### config.mk
export PLATFORM = sky130hd
export DESIGN_NAME = rf_stream_reader
export DESIGN_NICKNAME = d
export VERILOG_FILES = /design/src/rtl/rf_pkg.sv /design/src/rtl/rf_stream_reader.sv
export SDC_FILE = /design/constraint.sdc
export NUM_CORES = 1
export LEC_CHECK = 0
export CAP_MARGIN = 20
export CORE_ASPECT_RATIO = 1.2
export CORE_UTILIZATION = 35
export CTS_BUF_LIST = sky130_fd_sc_hd__clkbuf_16
export CTS_CLUSTER_SIZE = 24
export DETAILED_ROUTE_END_ITERATION = 6
export PLACE_DENSITY = 0.64
export SLEW_MARGIN = 15
export SYNTH_ARGS = -nofsm -noshare
export SYNTH_HDL_FRONTEND = slang
export SYNTH_SLANG_ARGS = --single-unit
### constraint.sdc
create_clock -name clk -period 2.3 [get_ports clk]
set_clock_uncertainty 0.05 [all_clocks]
set_input_delay 0.69 -clock clk [delete_from_list [all_inputs] [get_ports clk]]
set_output_delay 0.69 -clock clk [all_outputs]
set_load 0.005 [all_outputs]
### src/rtl/rf_pkg.sv
// rtl/rf_pkg.sv - shared register-file constants and burst-reader FSM states
//
// Purpose: constants shared by register_file users and the burst reader,
//          plus the reader's FSM state encoding.
// Ports:   none (package).

package rf_pkg;

    localparam int DATA_W   = 8;
    localparam int ADDR_W   = 4;
    localparam int RF_DEPTH = 1 << ADDR_W;

    typedef enum logic [1:0] {
        ST_IDLE   = 2'd0,
        ST_STREAM = 2'd1,
        ST_FINISH = 2'd2
    } rf_state_e;

endpackage

### src/rtl/rf_stream_reader.sv
// rtl/rf_stream_reader.sv - burst reader streaming register-file words with a running checksum
//
// Purpose: on start, reads count words (clamped to the file depth) from a
//          combinational register file beginning at base, wrapping at the top,
//          and streams them out with valid/ready handshaking and a checksum.
// Ports:
//   clk, rst_n        clock, synchronous active-low reset
//   start, base, count  burst request, sampled only in IDLE
//   abort             cancel the burst in progress
//   rf_addr, rf_data  register-file read address / combinational read data
//   out_valid, out_ready, out_data  output word stream
//   busy              not IDLE
//   done              one-cycle completion pulse
//   checksum          modulo-2**DATA_W sum of transferred words, valid with done

module rf_stream_reader #(
    parameter int DATA_W = rf_pkg::DATA_W,
    parameter int ADDR_W = rf_pkg::ADDR_W
) (
    input  logic              clk,
    input  logic              rst_n,
    input  logic              start,
    input  logic [ADDR_W-1:0] base,
    input  logic [ADDR_W:0]   count,
    input  logic              abort,
    output logic [ADDR_W-1:0] rf_addr,
    input  logic [DATA_W-1:0] rf_data,
    output logic              out_valid,
    input  logic              out_ready,
    output logic [DATA_W-1:0] out_data,
    output logic              busy,
    output logic              done,
    output logic [DATA_W-1:0] checksum
);

    import rf_pkg::rf_state_e;
    import rf_pkg::ST_IDLE;
    import rf_pkg::ST_STREAM;
    import rf_pkg::ST_FINISH;

    localparam logic [ADDR_W:0] DEPTH = {1'b1, {ADDR_W{1'b0}}};

    rf_state_e         state;
    rf_state_e         state_next;
    logic [ADDR_W-1:0] base_q;
    logic [ADDR_W:0]   cnt_q;
    logic [ADDR_W:0]   index;      // words issued so far in this burst
    logic [ADDR_W:0]   eff_count;
    logic              xfer;
    logic              all_issued;
    logic              issue;
    logic              last_xfer;

    assign eff_count  = (count > DEPTH) ? DEPTH : count;
    assign xfer       = out_valid && out_ready;
    assign all_issued = (index == cnt_q);
    // A new word may be issued when the output register is empty or is being
    // drained this same cycle, which gives back-to-back words.
    assign issue      = (state == ST_STREAM) && !abort && !all_issued &&
                        (!out_valid || out_ready);
    // With at most one word in flight, a transfer after the final issue is the last.
    assign last_xfer  = xfer && all_issued;

    // Address follows the issue index, so it holds while the output is stalled
    // and keeps its last value in IDLE.
    assign rf_addr = base_q + index[ADDR_W-1:0];

    always_ff @(posedge clk) begin
        if (!rst_n) begin
            state <= ST_IDLE;
        end else begin
            state <= state_next;
        end
    end

    always_comb begin
        state_next = state;
        busy       = 1'b0;
        done       = 1'b0;
        case (state)
            ST_IDLE: begin
                if (start) begin
                    state_next = (eff_count == '0) ? ST_FINISH : ST_STREAM;
                end
            end
            ST_STREAM: begin
                busy = 1'b1;
                if (abort) begin
                    state_next = ST_IDLE;
                end else if (last_xfer) begin
                    state_next = ST_FINISH;
                end
            end
            ST_FINISH: begin
                busy       = 1'b1;
                done       = !abort;
                state_next = ST_IDLE;
            end
            default: begin
                state_next = ST_IDLE;
            end
        endcase
    end

    always_ff @(posedge clk) begin
        if (!rst_n) begin
            base_q    <= '0;
            cnt_q     <= '0;
            index     <= '0;
            out_valid <= 1'b0;
            out_data  <= '0;
            checksum  <= '0;
        end else begin
            case (state)
                ST_IDLE: begin
                    if (start) begin
                        base_q   <= base;
                        cnt_q    <= eff_count;
                        index    <= '0;
                        checksum <= '0;
                    end
                end
                ST_STREAM: begin
                    if (abort) begin
                        out_valid <= 1'b0;
                    end else begin
                        if (xfer) begin
                            checksum <= checksum + out_data;
                        end
                        if (issue) begin
                            out_data  <= rf_data;
                            out_valid <= 1'b1;
                            index     <= index + (ADDR_W+1)'(1);
                        end else if (xfer) begin
                            out_valid <= 1'b0;
                        end
                    end
                end
                default: begin
                    out_valid <= 1'b0;
                end
            endcase
        end
    end

endmodule

**After elaboration in Yosys (flattened, before gate mapping)**

Index checks and enable logic that the tools add are counted.

- Logic and storage cells: 61
- Register bits after elaboration: 33

- Order comparisons: 1
- Reduce and logical (&&, ||, !) cells: 19
- Muxes and demuxes: 20
- Bitwise logic cells: 2
- Equal/unequal tests: 9
- $add $sub $neg: 3

Operator list:

| cell | number |
|---|---|
| $mux 8 | 3 |
| $mux 5 | 4 |
| $pmux 8 s2 | 1 |
| $pmux 5 s2 | 1 |
| $add 8x8->8 | 1 |
| $mux 2 | 4 |
| $ne 2x2->1 const B | 4 |
| $reduce_and 4->1 | 2 |
| $reduce_and 2->1 | 3 |
| $add 5x1->5 const B | 1 |
| $eq 5x5->1 | 1 |
| $gt 5x5->1 const B | 1 |
| $logic_and 1x1->1 | 5 |
| $logic_not 5->1 | 1 |
| $mux 1 | 5 |
| $add 4x4->4 | 1 |
| $ne 4x4->1 const B | 1 |
| $pmux 2 s2 | 1 |
| $logic_not 1->1 | 3 |
| $ne 3x3->1 const B | 1 |
| $reduce_and 3->1 | 1 |
| $eq 2x1->1 const B | 1 |
| $eq 2x2->1 const B | 1 |
| $logic_not 2->1 | 1 |
| other kinds (5) | 6 |

**Longest topological paths before layout**

- Word-level depth: 7
- Gate-level depth with buffers: 8

**Worst setup path after synthesis**

Ideal clock, no wire load.

- Path type: input port to flip-flop
- From: input abort
- To: register out_data[0]
- Stages: 5
- Setup time: 0.128 ns
- Arrival: 1.743 ns
- Path slack: 0.379 ns
- Cell sequence: or2b_2 -> a221oi_4 -> buf_8 -> mux2i_1 -> nor2_1

- Longest elaborated chain between the ends: 5
- Elaborated cells between the ends (all ways): 6
- Those cells by class: 1 x bitwise; 5 x reduce/logical

RTL lines:

| what | line | text |
|---|---|---|
| start, declared | rf_stream_reader.sv:25 | `input logic abort,` |
| $logic_not 1->1 | rf_stream_reader.sv:59 | `assign issue = (state == ST_STREAM) && !abort && !all_issued &&` |
| $logic_and 1x1->1 (3 in series) | rf_stream_reader.sv:59 |  |
| $reduce_and 3->1 (no line) * | n/a |  |
| end signal, assigned | rf_stream_reader.sv:131 | `out_data <= rf_data;` |
| end, declared | rf_stream_reader.sv:30 | `output logic [DATA_W-1:0] out_data,` |

Mark *: on every way between the ends. The rest lies on a longest branch, timed or not.
A chain may end at the register's enable or synchronous reset.

**Worst setup path after layout**

- From: register index[0]
- To: output rf_addr[1]

- Longest elaborated chain between the ends: 1

RTL lines:

| what | line | text |
|---|---|---|
| start, declared | rf_stream_reader.sv:47 | `logic [ADDR_W:0] index;` |
| start signal, assigned | rf_stream_reader.sv:133 | `index <= index + (ADDR_W+1)'(1);` |
| $add 4x4->4 | rf_stream_reader.sv:66 | `assign rf_addr = base_q + index[ADDR_W-1:0];` |
| end, declared | rf_stream_reader.sv:26 | `output logic [ADDR_W-1:0] rf_addr,` |

Every way passes these cells.

==> metrics.md <==
| Metric | Value |
|---|---|
| Status | `completed` |
| Mapped Area | `1939 um^2` |
| Clock Tree Buf Depth | `2` |
| Worst reg2reg endpoint | `checksum[6]$_SDFFE_PN0P_` |
| Top routing layer in use | `met4` |
| Drt pass-1 iters | `4` |
| Leak | `1.155 nW` |
| Final RePlAce weighted congestion | `0.7903` |
| Met3 wire len | `173 um` |
| NumNets Final | `321` |
| Routed length per instance | `12.96 um` |
| Worst skew pair latency | `270 ps` |
| Max IR drop VDD | `377.5 uV` |
| Routed via count | `1,754` |
| Clock transition at path regs | `50 ps` |
| CP arrival | `1500 ps` |
| Setup Viol. Count Final | `0` |
| Core region area | `5298 um^2` |
| Vias per std cell | `5.069` |
| Vias in the first global route | `1,736` |
| Fin util | `0.5116` |
| Fill count | `516` |
| GRT overflow | `0` |
| Peak fanout along the critical path | `2` |
| Worst setup SP type | `flop` |
| Total Die Area | `5844 um^2` |
| CTS buffer count | `5` |
| Max_cap viols | `0` |
| DIE HEIGHT | `83.54 um` |
| Post-synth EDFFs | `0` |
| Crit path from | `index[0]$_SDFFE_PN0P_` |
| Gr usage total | `0.1675` |
| Die Width | `69.95 um` |
| TritonCTS clock tree | `yes` |
| YS warnings | `0` |
| Met1 wire length | `2007 um` |
| Fin crit share | `0.9719` |
| H-tree depth | `2` |
| Syn_area_per_cell | `8.736 um^2` |
| Final Max Slew Viols | `0` |
| R2r setup slk | `370 ps` |
| Antenna-violating nets left | `0` |
| RR Startpoint | `out_data[0]$_SDFFE_PN0P_` |
| Worst-Margin Slew | `357.9 ps` |
| Cts hold-fix bufs | `0` |
| Most common cell after layout, fill and taps aside | `clkdlybuf4s50_1` |
| Post-Synthesis Cells | `222` |
| Share of cells above drive strength 1 | `0.1585` |
| Row cnt | `29` |
| Setup Crit Path Kind | `flop to output pin` |
| Pwr Density | `602.7 nW/um^2` |
| Worst reg2reg path depth | `7` |
| Final-report hold violation count | `0` |
| P&R area growth vs syn | `39.74%` |
| Critical path required time | `1560 ps` |
| Met2 wire len | `2269 um` |
| CP endpoint | `rf_addr[1]` |
| 1st-iter DRT viols | `48` |
| Register Area | `664.4 um^2` |
| Clock tree sinks | `33` |
| Starting Density | `0.3661` |
| FMAX | `447.4 MHz` |
| Post-route minimum period | `2235 ps` |
| Syn nets | `260` |
| Post-synthesis sequential area ratio | `0.3406` |
| RSZ-0062 raised after global routing | `false` |
| Final wirelength | `4484 um` |
| Most frequent cells in the layout | `39 x clkdlybuf4s50_1, 30 x dfxtp_1, 27 x nand2_1` |
| Port Buffers | `44` |
| Cell Count, Final, Fillers Out | `346` |
| Max-slew headroom | `0.7589` |
| Largest net degree at the start of global routing | `19` |
| Detail Placement HPWL | `3262 um` |
| Multi-input combinational cell area | `1209 um^2` |
| Clk root buf | `clkbuf_16` |
| First-pass GRT wire length | `7900 um` |
| Drc violations | `0` |
| Number of synthesized register bits | `33` |
| Hold Path Class | `flop to flop` |
| Synth async-reset ratio | `0` |
| Ports | `45` |
| Type of destination of the critical path | `output pin` |
| Library cells used by synthesis | `50` |
| Placed cell count | `337` |
| Ys flop type | `dfxtp_1` |
| Antenna diode count | `0` |
| Initial antenna violation count | `0` |
-- report_power, final --
| group | leakage, nW | switching, W | internal [W] |
|---|---|---|---|
| Combinational | 0.804 | 0.000154 | 0.000137 |
| Sequential | 0.269 | 0.0000143 | 0.000592 |
| Clock | 0.0826 | 0.000234 | 0.000503 |
-- flip-flops by register name, indices dropped and copies added, names as in the netlist --
name / cells
out_data: 8
index: 5
state: 2
base_q: 4
out_valid: 1
cnt_q: 5
checksum: 8
-- through the flow --
| step | power (W) | worst slack [ps] | area [um^2] | TNS [ps] | hold WS (ps) |
|---|---|---|---|---|---|
| 5_1_grt | 0.001726 | 9.674 | 2710 | 0 | 438.9 |
| 3_3_place_gp | 0.0009107 | -208.3 | 2532 | -2583 | 397.8 |
| 4_1_cts | 0.001655 | 0.8281 | 2715 | 0 | 416.2 |
| 3_5_place_dp | 0.0009126 | -238.0 | 2532 | -3298 | 405.6 |
| 2_1_floorplan | 0.0007790 | 379.2 | 1939 | 0 | 390.6 |
| 6_report | 0.001633 | 64.72 | 2710 | 0 | 413.5 |
-- cells in the mapped netlist (all sizes together), types with 4 or more instances --
cell / number / share of area
inv: 10 / 0.019
clkbuf: 5 / 0.0097
a21o: 8 / 0.033
xnor2: 4 / 0.018
ha: 14 / 0.090
mux2i: 8 / 0.041
o21ai: 6 / 0.017
xor2: 8 / 0.036
nand3b: 4 / 0.015
nand2: 27 / 0.052
a21oi: 24 / 0.064
dfxtp: 33 / 0.34
nand3: 16 / 0.044
nor2: 13 / 0.025
-- final cells by class --
class,count,share of cell area
clock buffer,5,0.04617
clock inverter,3,0.01385
inverter,11,0.01524
multi-input combinational,171,0.4460
sequential,33,0.2452
tap,62,0.02862
timing repair buffer,61,0.2050
-- how the worst min path moves through the flow --
stage | from | to | cells after the start
finish | cnt_q[0]$_SDFFE_PN0P_ | cnt_q[0]$_SDFFE_PN0P_ | 2
global route | cnt_q[0]$_SDFFE_PN0P_ | cnt_q[0]$_SDFFE_PN0P_ | 2
CTS | cnt_q[0]$_SDFFE_PN0P_ | cnt_q[0]$_SDFFE_PN0P_ | 2
detailed placement | base_q[0]$_SDFFE_PN0P_ | base_q[0]$_SDFFE_PN0P_ | 2
global placement | base_q[2]$_SDFFE_PN0P_ | base_q[2]$_SDFFE_PN0P_ | 2
floorplan | base_q[0]$_SDFFE_PN0P_ | base_q[0]$_SDFFE_PN0P_ | 2
-- layer usage --
| metal | vias to the layer above | track usage |
|---|---|---|
| met5 | - | 0 |
| met4 | 0 | 0.05091 |
| met3 | 2 | 0.03986 |
| met2 | 38 | 0.2876 |
| met1 | 806 | 0.2056 |
| li1 | 908 | - |
-- logic make-up (layout without fill, tap and decap cells) --
logic type                 count (synthesis)  after routing  synth area share
and+or+nand+nor                           78             78            0.2032
AOI/OAI and AO/OA                         56             56            0.1994
DFF                                       33             33            0.3406
buffers and inverters                     18             80           0.04451
adders and majority gates                 16             16            0.1110
xor gates and xnor gates                  12             12           0.05419
muxes                                      9              9           0.04710
-- worst max-delay path, stage by stage, from the launching register on --
cell             delay [ps]
dfxtp_2                 350
ha_4                    140
inv_1                    40
fa_1                    470
inv_1                    40
clkdlybuf4s15_1         190
-- repair_timing --
item / in CTS / in global routing
setup buffers: 1 / 0
pin swaps: 1 / 1
gates resized for setup: 16 / 1
setup endpoints to repair: 4 / 1
No activity file was read; power rests on OpenSTA's default activity.
